## config.mk

```make
export PLATFORM = sky130hd
export DESIGN_NAME = alu_op_sequencer_flat
export DESIGN_NICKNAME = d
export VERILOG_FILES = /design/src/rtl/alu_op_sequencer_if.sv /design/src/rtl/alu_op_sequencer.sv /design/src/flat_wrapper.sv
export SDC_FILE = /design/constraint.sdc
export NUM_CORES = 1
export LEC_CHECK = 0
export CAP_MARGIN = 25
export CORE_MARGIN = 3
export CORE_UTILIZATION = 43
export CTS_CLUSTER_SIZE = 20
export DETAILED_ROUTE_END_ITERATION = 7
export PLACE_DENSITY = 0.79
export SKIP_LAST_GASP = 1
export SYNTH_ARGS = -nofsm -noshare
export SYNTH_HDL_FRONTEND = slang
export SYNTH_SLANG_ARGS = --single-unit
```

## constraint.sdc

```tcl
create_clock -name clk -period 1.8 [get_ports clk]
set_clock_uncertainty 0.1 [all_clocks]
set_input_delay 0.36 -clock clk [delete_from_list [all_inputs] [get_ports clk]]
set_output_delay 0.36 -clock clk [all_outputs]
set_load 0.02 [all_outputs]
```

## src/rtl/alu_op_sequencer_if.sv

```systemverilog
// rtl/alu_op_sequencer_if.sv - command/response handshake bundle for the ALU op sequencer
interface alu_op_sequencer_if #(
    parameter int W = 8
);
    logic           cmd_valid;
    logic           cmd_ready;
    logic [2:0]     cmd_op;
    logic [W-1:0]   cmd_a;
    logic [W-1:0]   cmd_b;
    logic           rsp_valid;
    logic           rsp_ready;
    logic [2*W-1:0] rsp_result;
    logic           rsp_zero;
    logic           rsp_carry;
    logic           rsp_err;

    modport master (
        output cmd_valid, cmd_op, cmd_a, cmd_b, rsp_ready,
        input  cmd_ready, rsp_valid, rsp_result, rsp_zero, rsp_carry, rsp_err
    );

    modport slave (
        input  cmd_valid, cmd_op, cmd_a, cmd_b, rsp_ready,
        output cmd_ready, rsp_valid, rsp_result, rsp_zero, rsp_carry, rsp_err
    );
endinterface

```

## src/rtl/alu_op_sequencer.sv

```systemverilog
// rtl/alu_op_sequencer.sv - ALU front-end controller with shift-add 8x8 multiply
module alu_op_sequencer #(
    parameter int W     = 8,
    parameter int CNT_W = 3
) (
    input  logic                clk,
    input  logic                rst_n,
    alu_op_sequencer_if.slave   bus,
    output logic [W-1:0]        alu_a,
    output logic [W-1:0]        alu_b,
    output logic [1:0]          alu_ctrl,
    output logic [2:0]          alu_ctrl2,
    input  logic [W-1:0]        alu_y,
    input  logic                alu_cout
);
    localparam logic [2:0] OP_ADD = 3'b000;
    localparam logic [2:0] OP_SUB = 3'b001;
    localparam logic [2:0] OP_AND = 3'b010;
    localparam logic [2:0] OP_OR  = 3'b011;
    localparam logic [2:0] OP_MUL = 3'b100;

    typedef enum logic [1:0] {
        S_IDLE = 2'd0,
        S_EXEC = 2'd1,
        S_MUL  = 2'd2,
        S_DONE = 2'd3
    } state_t;

    state_t             state;
    state_t             state_next;
    logic [2:0]         op_q;
    logic [W-1:0]       a_q;     // operand A, doubles as multiplicand
    logic [W-1:0]       b_q;     // operand B, doubles as multiplier shift register q
    logic [W-1:0]       acc_hi;
    logic [CNT_W-1:0]   cnt;
    logic [W:0]         add_sel;
    logic [2*W-1:0]     mul_shift;
    logic               mul_last;
    logic               op_legal;

    // One multiply iteration: conditionally take the adder sum, then shift {c,acc_hi,q} right
    always_comb begin
        add_sel   = b_q[0] ? {alu_cout, alu_y} : {1'b0, acc_hi};
        mul_shift = {add_sel, b_q[W-1:1]};
        mul_last  = (cnt == CNT_W'(W - 1));
        op_legal  = (op_q <= OP_OR);
    end

    // State register
    always_ff @(posedge clk or negedge rst_n) begin
        if (!rst_n) begin
            state <= S_IDLE;
        end else begin
            state <= state_next;
        end
    end

    // Next-state logic and ALU/handshake outputs; ALU lines idle at zero outside EXEC/MUL
    always_comb begin
        state_next    = state;
        bus.cmd_ready = 1'b0;
        bus.rsp_valid = 1'b0;
        alu_a         = '0;
        alu_b         = '0;
        alu_ctrl      = 2'b00;
        alu_ctrl2     = 3'b000;
        case (state)
            S_IDLE: begin
                bus.cmd_ready = 1'b1;
                if (bus.cmd_valid) begin
                    state_next = (bus.cmd_op == OP_MUL) ? S_MUL : S_EXEC;
                end
            end
            S_EXEC: begin
                alu_a = a_q;
                alu_b = b_q;
                if (op_q == OP_SUB) alu_ctrl  = 2'b01;
                if (op_q == OP_OR)  alu_ctrl2 = 3'b001;
                if (op_q == OP_AND) alu_ctrl2 = 3'b010;
                state_next = S_DONE;
            end
            S_MUL: begin
                alu_a = acc_hi;
                alu_b = a_q;
                if (mul_last) state_next = S_DONE;
            end
            S_DONE: begin
                bus.rsp_valid = 1'b1;
                if (bus.rsp_ready) state_next = S_IDLE;
            end
            default: state_next = S_IDLE;
        endcase
    end

    // Operand capture, multiply iteration state and response registers
    always_ff @(posedge clk or negedge rst_n) begin
        if (!rst_n) begin
            op_q           <= '0;
            a_q            <= '0;
            b_q            <= '0;
            acc_hi         <= '0;
            cnt            <= '0;
            bus.rsp_result <= '0;
            bus.rsp_zero   <= 1'b0;
            bus.rsp_carry  <= 1'b0;
            bus.rsp_err    <= 1'b0;
        end else begin
            case (state)
                S_IDLE: begin
                    if (bus.cmd_valid) begin
                        op_q   <= bus.cmd_op;
                        a_q    <= bus.cmd_a;
                        b_q    <= bus.cmd_b;
                        acc_hi <= '0;
                        cnt    <= '0;
                    end
                end
                S_EXEC: begin
                    if (op_legal) begin
                        bus.rsp_result <= {{W{1'b0}}, alu_y};
                        bus.rsp_zero   <= (alu_y == '0);
                        bus.rsp_carry  <= ((op_q == OP_ADD) || (op_q == OP_SUB)) ? alu_cout : 1'b0;
                        bus.rsp_err    <= 1'b0;
                    end else begin
                        bus.rsp_result <= '0;
                        bus.rsp_zero   <= 1'b1;
                        bus.rsp_carry  <= 1'b0;
                        bus.rsp_err    <= 1'b1;
                    end
                end
                S_MUL: begin
                    {acc_hi, b_q} <= mul_shift;
                    cnt           <= cnt + 1'b1;
                    if (mul_last) begin
                        bus.rsp_result <= mul_shift;
                        bus.rsp_zero   <= (mul_shift == '0);
                        bus.rsp_carry  <= 1'b0;
                        bus.rsp_err    <= 1'b0;
                    end
                end
                default: ;
            endcase
        end
    end
endmodule

```

## src/flat_wrapper.sv

```systemverilog
// flat-port wrapper written by rule: the top's interface ports become plain ports
module alu_op_sequencer_flat 
#(
    parameter int W     = 8,
    parameter int CNT_W = 3
)
  (clk, rst_n, alu_a, alu_b, alu_ctrl, alu_ctrl2, alu_y, alu_cout, bus_cmd_valid, bus_cmd_op, bus_cmd_a, bus_cmd_b, bus_rsp_ready, bus_cmd_ready, bus_rsp_valid, bus_rsp_result, bus_rsp_zero, bus_rsp_carry, bus_rsp_err);
  alu_op_sequencer_if #(.W(W)) bus_i ();
  input  logic clk;
  input  logic rst_n;
  output logic [W-1:0] alu_a;
  output logic [W-1:0] alu_b;
  output logic [1:0] alu_ctrl;
  output logic [2:0] alu_ctrl2;
  input  logic [W-1:0] alu_y;
  input  logic alu_cout;
  input wire logic [$bits(bus_i.cmd_valid)-1:0] bus_cmd_valid;
  input wire logic [$bits(bus_i.cmd_op)-1:0] bus_cmd_op;
  input wire logic [$bits(bus_i.cmd_a)-1:0] bus_cmd_a;
  input wire logic [$bits(bus_i.cmd_b)-1:0] bus_cmd_b;
  input wire logic [$bits(bus_i.rsp_ready)-1:0] bus_rsp_ready;
  output wire logic [$bits(bus_i.cmd_ready)-1:0] bus_cmd_ready;
  output wire logic [$bits(bus_i.rsp_valid)-1:0] bus_rsp_valid;
  output wire logic [$bits(bus_i.rsp_result)-1:0] bus_rsp_result;
  output wire logic [$bits(bus_i.rsp_zero)-1:0] bus_rsp_zero;
  output wire logic [$bits(bus_i.rsp_carry)-1:0] bus_rsp_carry;
  output wire logic [$bits(bus_i.rsp_err)-1:0] bus_rsp_err;
  assign bus_i.cmd_valid = bus_cmd_valid;
  assign bus_i.cmd_op = bus_cmd_op;
  assign bus_i.cmd_a = bus_cmd_a;
  assign bus_i.cmd_b = bus_cmd_b;
  assign bus_i.rsp_ready = bus_rsp_ready;
  assign bus_cmd_ready = bus_i.cmd_ready;
  assign bus_rsp_valid = bus_i.rsp_valid;
  assign bus_rsp_result = bus_i.rsp_result;
  assign bus_rsp_zero = bus_i.rsp_zero;
  assign bus_rsp_carry = bus_i.rsp_carry;
  assign bus_rsp_err = bus_i.rsp_err;
  alu_op_sequencer #(.W(W), .CNT_W(CNT_W)) u_core (.clk(clk), .rst_n(rst_n), .bus(bus_i), .alu_a(alu_a), .alu_b(alu_b), .alu_ctrl(alu_ctrl), .alu_ctrl2(alu_ctrl2), .alu_y(alu_y), .alu_cout(alu_cout));
endmodule
```

==> impl_metrics.csv <==
group,metric,value,unit
route,drc,0,
power_and_ir_drop,finalPower,8.397,mW
logic_synthesis,synth_xor_area_frac,0,
logic_synthesis,ys_top_cells_by_area,"dfrtp_1, mux2i_1, nand2_1, o21ai_0, mux2_2",
sta,final_hold_viol_count,0,
sta,slew_violations,0,
floorplan,core_area,5675,µm²
global_route,grt_pass1_vias,2559,
logic_synthesis,synth-edff-count,0,
logic_synthesis,syn_area,2590,µm²
sta,rsz0062_at_grt,"true",
global_route,track_usage,0.2318,
logic_synthesis,ys_top_cells_by_count,"dfrtp_1, nand2_1, o21ai_0",
floorplan,ios,74,
global_route,overflow,0,
clocking,clkLatencyLatePin,310,ps
route,wl_per_cell,19.89,µm
logic_synthesis,syn_avg_cell_area,9.923,µm²
min_path,min_path_type,"register to register",
logic_synthesis,async_reset_ff_frac,1.000,
critical_path,cpMaxStageDelayCell,"dfrtp_1",
power_and_ir_drop,powerDensity,1927,nW/µm²
sta,min_period_over_period,1.150,
clocking,cts_buffer_depth,2,
critical_path,worst_ep_arrival_time,1610,ps
power_and_ir_drop,peakVddDrop,1.473,mV
critical_path,crit_required,1340,ps
critical_path,cpMostUsedCell,"buf_4",
clocking,cts_root_buf,"clkbuf_8",
critical_path,critPathMaxStageDelay,430,ps
placed_design,place_hpwl,5682,µm
logic_synthesis,ys_seq_area_frac,0.4928,
route,drtIter0Drc,266,
critical_path,path_cells,"inv_2, ha_4, buf_4, a22oi_2, nor2_2, buf_4",
clocking,cts.sinks,51,
logic_synthesis,yosys.area_share.simple,0.1469,
logic_synthesis,synthMuxAreaShare,0.1256,
placed_design,gp_congestion,0.9988,
floorplan,dieArea,6991,µm²
logic_synthesis,netlist.area_leader.share,0.4928,
cells_and_area,areaGrowthSynthToFinish,68.26,%
cells_and_area,drive_above_1_share,0.4042,
sta,setup_violations,55,
logic_synthesis,yosys_warnings,0,
clocking,cts_tree,"done",
logic_synthesis,synth_top_cell_by_area,"dfrtp_1",
clocking,htree_levels,2,
run_status,outcome,"finished, violations left",
route,dr.pass1.iters,4,
logic_synthesis,ys.flop_type,"dfrtp_1",
sta,period_needed,2069,ps
run,cap_violations,0,
critical_path,path_max_fanout,4,
route,vias,2626,
critical_path,timing.critical_path.max_delay_family,"buffers and inverters",
clocking,clkTransAtPathRegs,100,ps
floorplan,die_x,83.61,µm
power_and_ir_drop,p_leak,1.914,nW
critical_path,path_buf_inv,3,
sta,max_freq,483.2,MHz
critical_path,cp-end-kind,"primary output",
logic_synthesis,synth_fa_ha_area_frac,0.03382,
cells_and_area,nets,419,
floorplan,num_rows,27,
logic_synthesis,yosysMostFrequentCell,"dfrtp_1",
critical_path,start_kind,"register",
placed_design,numPortBuffers,71,
cells_and_area,final_util,0.7679,
global_route,grt_pass1_wl,12960,µm
sta,fin_ws,-269.5,ps
min_path,holdPathStages,2,
floorplan,initial_core_util,0.4563,
global_route,grt_start_max_net_pins,52,
logic_synthesis,synth_top_family_by_area,"compound AO/OA/AOI/OAI gates",
run_status,failed_checks,"setup timing",
critical_path,r2r_cells,9,
route,via_per_inst,5.797,
logic_synthesis,yosys.cell_types.count,35,
clocking,cts_buffers,5,
logic_synthesis,synth_compound_area_frac,0.1585,
route,ant_nets,0,
cells_and_area,fillers,355,
floorplan,die_h,83.61,µm
cells_and_area,antenna_cells,0,
critical_path,path_depth,6,
critical_path,path_class,"register to primary output",
route,routed_wl,9011,µm
logic_synthesis,ys_ff_latch,51,
global_route,antenna_found_initial,0,
logic_synthesis,synth_cells,261,
## layout make-up
| class | instances | area [µm²] | area share |
|---|---|---|---|
| sequential | 51 | 1277 | 0.2931 |
| timing repair buffer | 128 | 1343 | 0.3081 |
| clock inverter | 3 | 28.78 | 0.006604 |
| multi-input combinational | 187 | 1514 | 0.3474 |
| clock buffer | 5 | 68.82 | 0.01579 |
| inverter | 7 | 36.28 | 0.008326 |
| tap | 72 | 90.09 | 0.02067 |
## placed cells by master (no fill, tap or decap), types with 4 or more instances in the layout
master	instances
a22o_1	5
a22oi_2	16
a32oi_1	7
buf_12	8
buf_4	42
buf_6	21
clkbuf_16	4
clkbuf_8	5
clkdlybuf4s50_1	47
dfrtp_1	50
ha_4	4
inv_1	4
mux2_2	11
mux2i_1	17
nand2_1	44
nor2_1	4
nor2_2	8
nor2_4	10
o21ai_0	26
## state kept, by name, indices dropped and copies added (netlist names)
signal and cells:
u_core.op_q 3, u_core.cnt 3, u_core.bus.rsp_carry 1, u_core.a_q 8, u_core.bus.rsp_err 1, u_core.bus.rsp_zero 1, u_core.acc_hi 8, u_core.bus.rsp_result 16
u_core.b_q 8, u_core.state 2
## layer usage
layer	vias up	wire length (µm)	GRT usage	part of all wire
met5	-	0	0	0
met3	37	660	0.04640	0.073
met2	130	4513	0.4093	0.50
li1	1169	-	-	-
met1	1290	3513	0.2869	0.39
met4	0	323	0.06433	0.036
## per-stage QoR
stage	instances	setup WS (ps)	hold WS, ps	area (µm²)	TNS, ps
detailed placement	433	-465.1	268.9	3757	-10560
global route	453	-315.1	411.0	4358	-10950
global placement	433	-411.0	267.5	3757	-8984
floorplan	262	-3.251	-35.59	2651	-3.251
finish	453	-269.5	372.8	4358	-7473
CTS	446	-257.8	377.5	4019	-5694
## logic make-up (layout without fill, tap and decap cells)
group                      Yosys count  count (layout)
muxes                               31              31
and+or+nand+nor                     84              84
adders and majority gates            7               7
other                                1               2
buffers and inverters               24             143
DFF                                 51              51
AOI/OAI and AO/OA                   63              63
## final timing paths
| kind | to | slack, ps | start |
|---|---|---|---|
| worst max register to register | u_core.bus.rsp_zero | -180 | u_core.state[0] |
| max in group asynchronous | u_core.state[1] | 890 | rst_n |
| worst min-delay path | u_core.bus.rsp_result[1] | 370 | u_core.bus.rsp_result[1] |
| worst max-delay path | alu_a[5] | -270 | u_core.state[0] |
| min in group asynchronous | u_core.bus.rsp_result[5] | 470 | rst_n |
| worst min register to register | u_core.bus.rsp_result[1] | 370 | u_core.bus.rsp_result[1] |
## power breakdown
part	total (mW)	internal (mW)	switching (mW)
registers	2.08	1.59	0.490
clock network	0.708	0.289	0.419
logic	5.61	2.81	2.79
total	8.40	4.69	3.70
## tightest hold or removal path: cells and delay by family, from the launching register on
family	cells	cell delay, ps
and+or+nand+nor	2	90
DFF	1	350
## what timing repair did
item | in CTS | in global routing
cloned | 1 | 5
endpoints found under the hold margin | 51 | 0
gates resized for setup | 142 | 54
setup buffers | 4 | 2
hold buffers | 1 | 0
pin swaps | 4 | 13
endpoints found under the setup margin | 41 | 60
Note: power is estimated with default switching activity, not from simulation.
==> patch 1, RTL diff (same settings) <==
`CNT_W` is set to 3 in 2 places; all go to 6.
--- a/src/rtl/alu_op_sequencer.sv
+++ b/src/rtl/alu_op_sequencer.sv
@@ -1,7 +1,7 @@
 // rtl/alu_op_sequencer.sv - ALU front-end controller with shift-add 8x8 multiply
 module alu_op_sequencer #(
     parameter int W     = 8,
-    parameter int CNT_W = 3
+    parameter int CNT_W = 6
 ) (
     input  logic                clk,
     input  logic                rst_n,
--- a/src/flat_wrapper.sv
+++ b/src/flat_wrapper.sv
@@ -2,7 +2,7 @@
 module alu_op_sequencer_flat 
 #(
     parameter int W     = 8,
-    parameter int CNT_W = 3
+    parameter int CNT_W = 6
 )
   (clk, rst_n, alu_a, alu_b, alu_ctrl, alu_ctrl2, alu_y, alu_cout, bus_cmd_valid, bus_cmd_op, bus_cmd_a, bus_cmd_b, bus_rsp_ready, bus_cmd_ready, bus_rsp_valid, bus_rsp_result, bus_rsp_zero, bus_rsp_carry, bus_rsp_err);
   alu_op_sequencer_if #(.W(W)) bus_i ();
Check against the original RTL: no difference found for any inputs over 10 cycles, from zero or initial values and one cycle with rst_n low; that may be too few to reach the edited logic, so the function may still have changed.
==> patch 1 against the unedited design <==
- the flow still finishes with violations (setup timing)
- routed wire length up 6.8%
- first-iteration DRC count grew 25%
- critical endpoint is now alu_b[0]
- design area rose by 4.6%
- worst setup slack lost 21 ps
- fmax down 1.0%
- power up 2.1%
- sequential share of layout area grew 0.33 points
- combinational power down 1%
- sequential power is 6% higher
- largest power group unchanged
- synthesized area rose by 7.3%
- hold slack gained 21 ps
- via count grew 8.0%
- sequential cell count grew 3
==> patch 1: results (changes against the unedited design) <==
* Min-delay src: u_core.bus.rsp_result[14]$_DFFE_PN0P_ (was u_core.bus.rsp_result[1]$_DFFE_PN0P_)
* Drt initial violations at 332 (was 266)
* Setup WS post-layout at -290 ps (was -269 ps)
* Switching Fraction at 43.0% (was 44.1%)
* Dpl cells at 459 (was 433)
* Top cells by area, synth: dfrtp_1, o21ai_0, mux2i_1 (was dfrtp_1, mux2i_1, nand2_1)
* Place WS at -551 ps (was -465 ps)
* Layout cells sized above 1 at 38.3% (was 40.4%)
* Final nets at 442 (was 419)
* Finished Cell Area at 0.00456 mm² (was 0.00436 mm²)
* Setup tns final at -11490 ps (was -7470 ps)
* Global-route wire length before repair at 14500 µm (was 13000 µm)
* Non-CTS inverters at 5 (was 7)
* FF/Latch Area at 0.00135 mm² (was 0.00128 mm²)
* Avg Synthesized Cell Area at 9.72 µm² (was 9.92 µm²)
* CLK BUF at 6 (was 5)
* Vias in the first global route at 2954 (was 2559)
* NonClk Buf Share at 29.9% (was 30.8%)
* Routed WL at 9620 µm (was 9010 µm)
* Hold path endpoint: u_core.bus.rsp_result[14]$_DFFE_PN0P_ (was u_core.bus.rsp_result[1]$_DFFE_PN0P_)
* GRT Util Overall at 24.7% (was 23.2%)
* Avg Vias per Cell at 5.91 (was 5.80)
* Cell Area, Placed at 0.00396 mm² (was 0.00376 mm²)
* # fillers at 382 (was 355)
* Largest net degree at the start of global routing at 55 (was 52)
* CTS root buf: clkbuf_8 (unchanged)
* Seq group at 2200 µW (was 2080 µW)
* Clock sinks at 54 (was 51)
* CP Data Arrival Time at 1630 ps (was 1610 ps)
* Gpl congestion at 0.859 (was 0.999)
* Top cells by count, synth: dfrtp_1, nand2_1, o21ai_0 (unchanged)
* Reg clk slew, reported paths at 100 ps (about the same)
* Initial DRT Pass Iterations at 5 (was 4)
* Standby leakage power at 0.00195 µW (was 0.00191 µW)
* Worst Setup EP: alu_b[0] (was alu_a[5])
* Highest net fanout along the worst path at 10 (was 4)
* Max rail drop VDD at 0.00143 V (was 0.00147 V)
* Pwr/cell area at 1880 mW/mm² (was 1930 mW/mm²)
* Worst R2R Path Depth at 8 (was 9)
* Non-CTS buffers at 129 (was 128)
* Multi-input gate area at 0.00162 mm² (was 0.00151 mm²)
* Largest register by flop count: u_core.bus.rsp_result (unchanged)
* Post-DP HPWL at 5980 µm (was 5680 µm)
* FF-to-FF End: u_core.b_q[0]$_DFFE_PN0P_ (was u_core.bus.rsp_zero$_DFFE_PN0P_)
* Failing checks: setup timing (unchanged)
* Clock-cell share at 2.42% (was 2.24%)
* Comb group at 5550 µW (was 5610 µW)
* Num CTS Buffers at 5 (unchanged)
* Final setup violation count at 61 (was 55)
* #MultiIn Comb at 209 (was 187)
* Hold_ws at 394 ps (was 373 ps)
* Crit path launch: u_core.state[1]$_DFFE_PN0P_ (was u_core.state[0]$_DFFE_PN0P_)
* Status: finished with violations (unchanged)
* Sequential-to-total area share from yosys stat at 48.6% (was 49.3%)
[patch 1: metal layers]
layer,track usage (%),wire length [µm],vias up
met5,0,0,-
met4,7.51,235,0
met3,5.89,802,29
met2,41.7,4800,166
met1,31.5,3790,1383
li1,-,-,1259
[patch 1: cell families (layout without fill, tap and decap cells)]
group,count (synthesis),after routing,synth area share (%)
AND/OR/NAND/NOR,93,93,15.9
AO/OA/AOI/OAI,76,76,16.7
other,1,2,0.135
adder cells (fa/ha/maj),6,6,2.70
flip-flops,54,54,48.6
XOR/XNOR,2,2,0.630
multiplexers,30,30,11.4
buffers and inverters,24,142,3.87
[patch 1: what timing repair did]
item,4_1_cts,5_1_grt
pin swaps,6,3
hold buffers,1,0
gates resized for setup,151,36
endpoints found under the hold margin,54,0
cloned,3,1
buffers inserted,6,2
setup endpoints to repair,61,70
[patch 1: critical path: stages (launching register included)]
cell and delay [ps]:
dfrtp_1 420, buf_6 140, ha_4 180, buf_12 150, a22oi_2 190, nor2_2 70, buf_4 160
==> patch 2, RTL diff (same flow settings) <==
Made on the original files. Reset style: synchronous (`rst_n`), changed in 2 clocked blocks.
--- a/src/rtl/alu_op_sequencer.sv
+++ b/src/rtl/alu_op_sequencer.sv
@@ -47,7 +47,7 @@
     end
 
     // State register
-    always_ff @(posedge clk or negedge rst_n) begin
+    always_ff @(posedge clk) begin
         if (!rst_n) begin
             state <= S_IDLE;
         end else begin
@@ -93,7 +93,7 @@
     end
 
     // Operand capture, multiply iteration state and response registers
-    always_ff @(posedge clk or negedge rst_n) begin
+    always_ff @(posedge clk) begin
         if (!rst_n) begin
             op_q           <= '0;
             a_q            <= '0;
Function: differs if rst_n is asserted again (counterexample within 4 cycles, from zero or initial values and one cycle with rst_n low); with rst_n held inactive, the same outputs for 10 cycles.
==> patch 2 against the unedited design <==
- the flow still finishes with violations (setup timing)
- final cell count is 2.2% higher
- power is 35% lower
- worst setup slack better by 92 ps
- synthesized area is 1.6% lower
- design area is 6.0% lower
- clock power is 16% higher
- sequential power is 23% lower
- hold slack worse by 14 ps
- sequential cell count stayed put
- routed wire length is 6.6% lower
==> patch 2: results (changes against the unedited design) <==
* Status: finished with violations (unchanged)
* Setup tns final at -2890 ps (was -7470 ps)
* Hold path endpoint: u_core.bus.rsp_carry$_SDFFE_PN0P_ (was u_core.bus.rsp_result[1]$_DFFE_PN0P_)
* RR Startpoint: u_core.state[1]$_SDFFE_PN0P_ (was u_core.state[0]$_DFFE_PN0P_)
* Worst path max stage delay at 350 ps (was 430 ps)
* Top cells by count, synth: dfxtp_1, nand2_1, a22oi_1 (was dfrtp_1, nand2_1, o21ai_0)
* Max rail drop VDD at 0.000638 V (was 0.00147 V)
* Failing checks: setup timing (unchanged)
* Highest net fanout along the worst path at 18 (was 4)
* Sequential-to-total area share from yosys stat at 40.1% (was 49.3%)
* Clock-cell share at 2.87% (was 2.24%)
* Worst Setup EP: alu_a[1] (was alu_a[5])
* Standby leakage power at 0.00157 µW (was 0.00191 µW)
* Top cells by area, synth: dfxtp_1, a22oi_1, nor2b_1 (was dfrtp_1, mux2i_1, nand2_1)
* GRT Util Overall at 22.2% (was 23.2%)
* Setup repair bufs after CTS at 2 (was 4)
* Gpl congestion at 0.904 (was 0.999)
* Final setup violation count at 24 (was 55)
* Non-CTS inverters at 5 (was 7)
* Multi-input gate area at 0.00169 mm² (was 0.00151 mm²)
* Post-DP HPWL at 5500 µm (was 5680 µm)
* CLK BUF at 6 (was 5)
* Hold buffers post-CTS at 0 (was 1)
* Worst reg-to-reg setup slack at -130 ps (was -180 ps)
* Seq cells at 51 (unchanged)
* Cell at the slowest stage of the critical path: dfxtp_2 (was dfrtp_1)
* Avg Vias per Cell at 5.73 (was 5.80)
* Setup WS post-layout at -177 ps (was -269 ps)
* Vias in the first global route at 2577 (was 2559)
* Drt initial violations at 195 (was 266)
* Routed WL at 8420 µm (was 9010 µm)
* FF-to-FF End: u_core.bus.rsp_zero$_SDFFE_PN0P_ (was u_core.bus.rsp_zero$_DFFE_PN0P_)
* Worst R2R Path Depth at 7 (was 9)
* Global-route wire length before repair at 12600 µm (was 13000 µm)
* NonClk Buf Share at 27.8% (was 30.8%)
[patch 2: cell count changes after synthesis, sizes merged, moves of 7 or more]
cell,delta
nand2,-10
nor2b,+21
dfxtp,+51
a22oi,+15
a21boi,+14
dfrtp,-51
a221oi,+7
o211a,+7
o21ai,-18
nor2,+7
clkbuf,+11
mux2i,-8
[patch 2: critical path, delay by kind of cell, from the launching register on]
kind                       cells  cell delay, ps
AOI/OAI and AO/OA              1             230
buffers and inverters          3             430
and+or+nand+nor                1              40
DFF                            1             350
adders and majority gates      1             170
[patch 2: kinds of logic after synthesis]
| kind of cell | share of synthesized area [%] |
|---|---|
| flops | 40.1 |
| compound gates | 25.2 |
| mux | 7.42 |
| simple gates | 19.4 |
| fa+ha+maj | 2.95 |
| other cells | 0.147 |
| buf+inv | 4.76 |
[patch 2: layer usage]
| layer | share of wire (%) | track usage (%) | up-vias |
|---|---|---|---|
| li1 | - | - | 1239 |
| met3 | 6.4 | 4.66 | 14 |
| met1 | 43 | 28.8 | 1279 |
| met2 | 50 | 37.4 | 121 |
| met5 | 0 | 0 | - |
| met4 | 1.4 | 6.09 | 0 |
[patch 2: report_power, final]
part / switching [µW] / leakage (µW) / internal, µW
registers: 234 / 0.000417 / 1360
clock network: 371 / 0.0000612 / 450
logic: 1560 / 0.00110 / 1440
total: 2170 / 0.00157 / 3250
[patch 2: through the flow]
stage | total power (µW) | instances | area [µm²] | setup slack (ps) | hold WS (ps)
3_5_place_dp | 3900 | 444 | 3630 | -418 | 350
4_1_cts | 4870 | 454 | 3840 | -188 | 364
5_1_grt | 5670 | 463 | 4100 | -262 | 408
6_report | 5420 | 463 | 4100 | -177 | 359
3_3_place_gp | 3840 | 444 | 3630 | -335 | 347
2_1_floorplan | 2860 | 289 | 2620 | -54.7 | 357
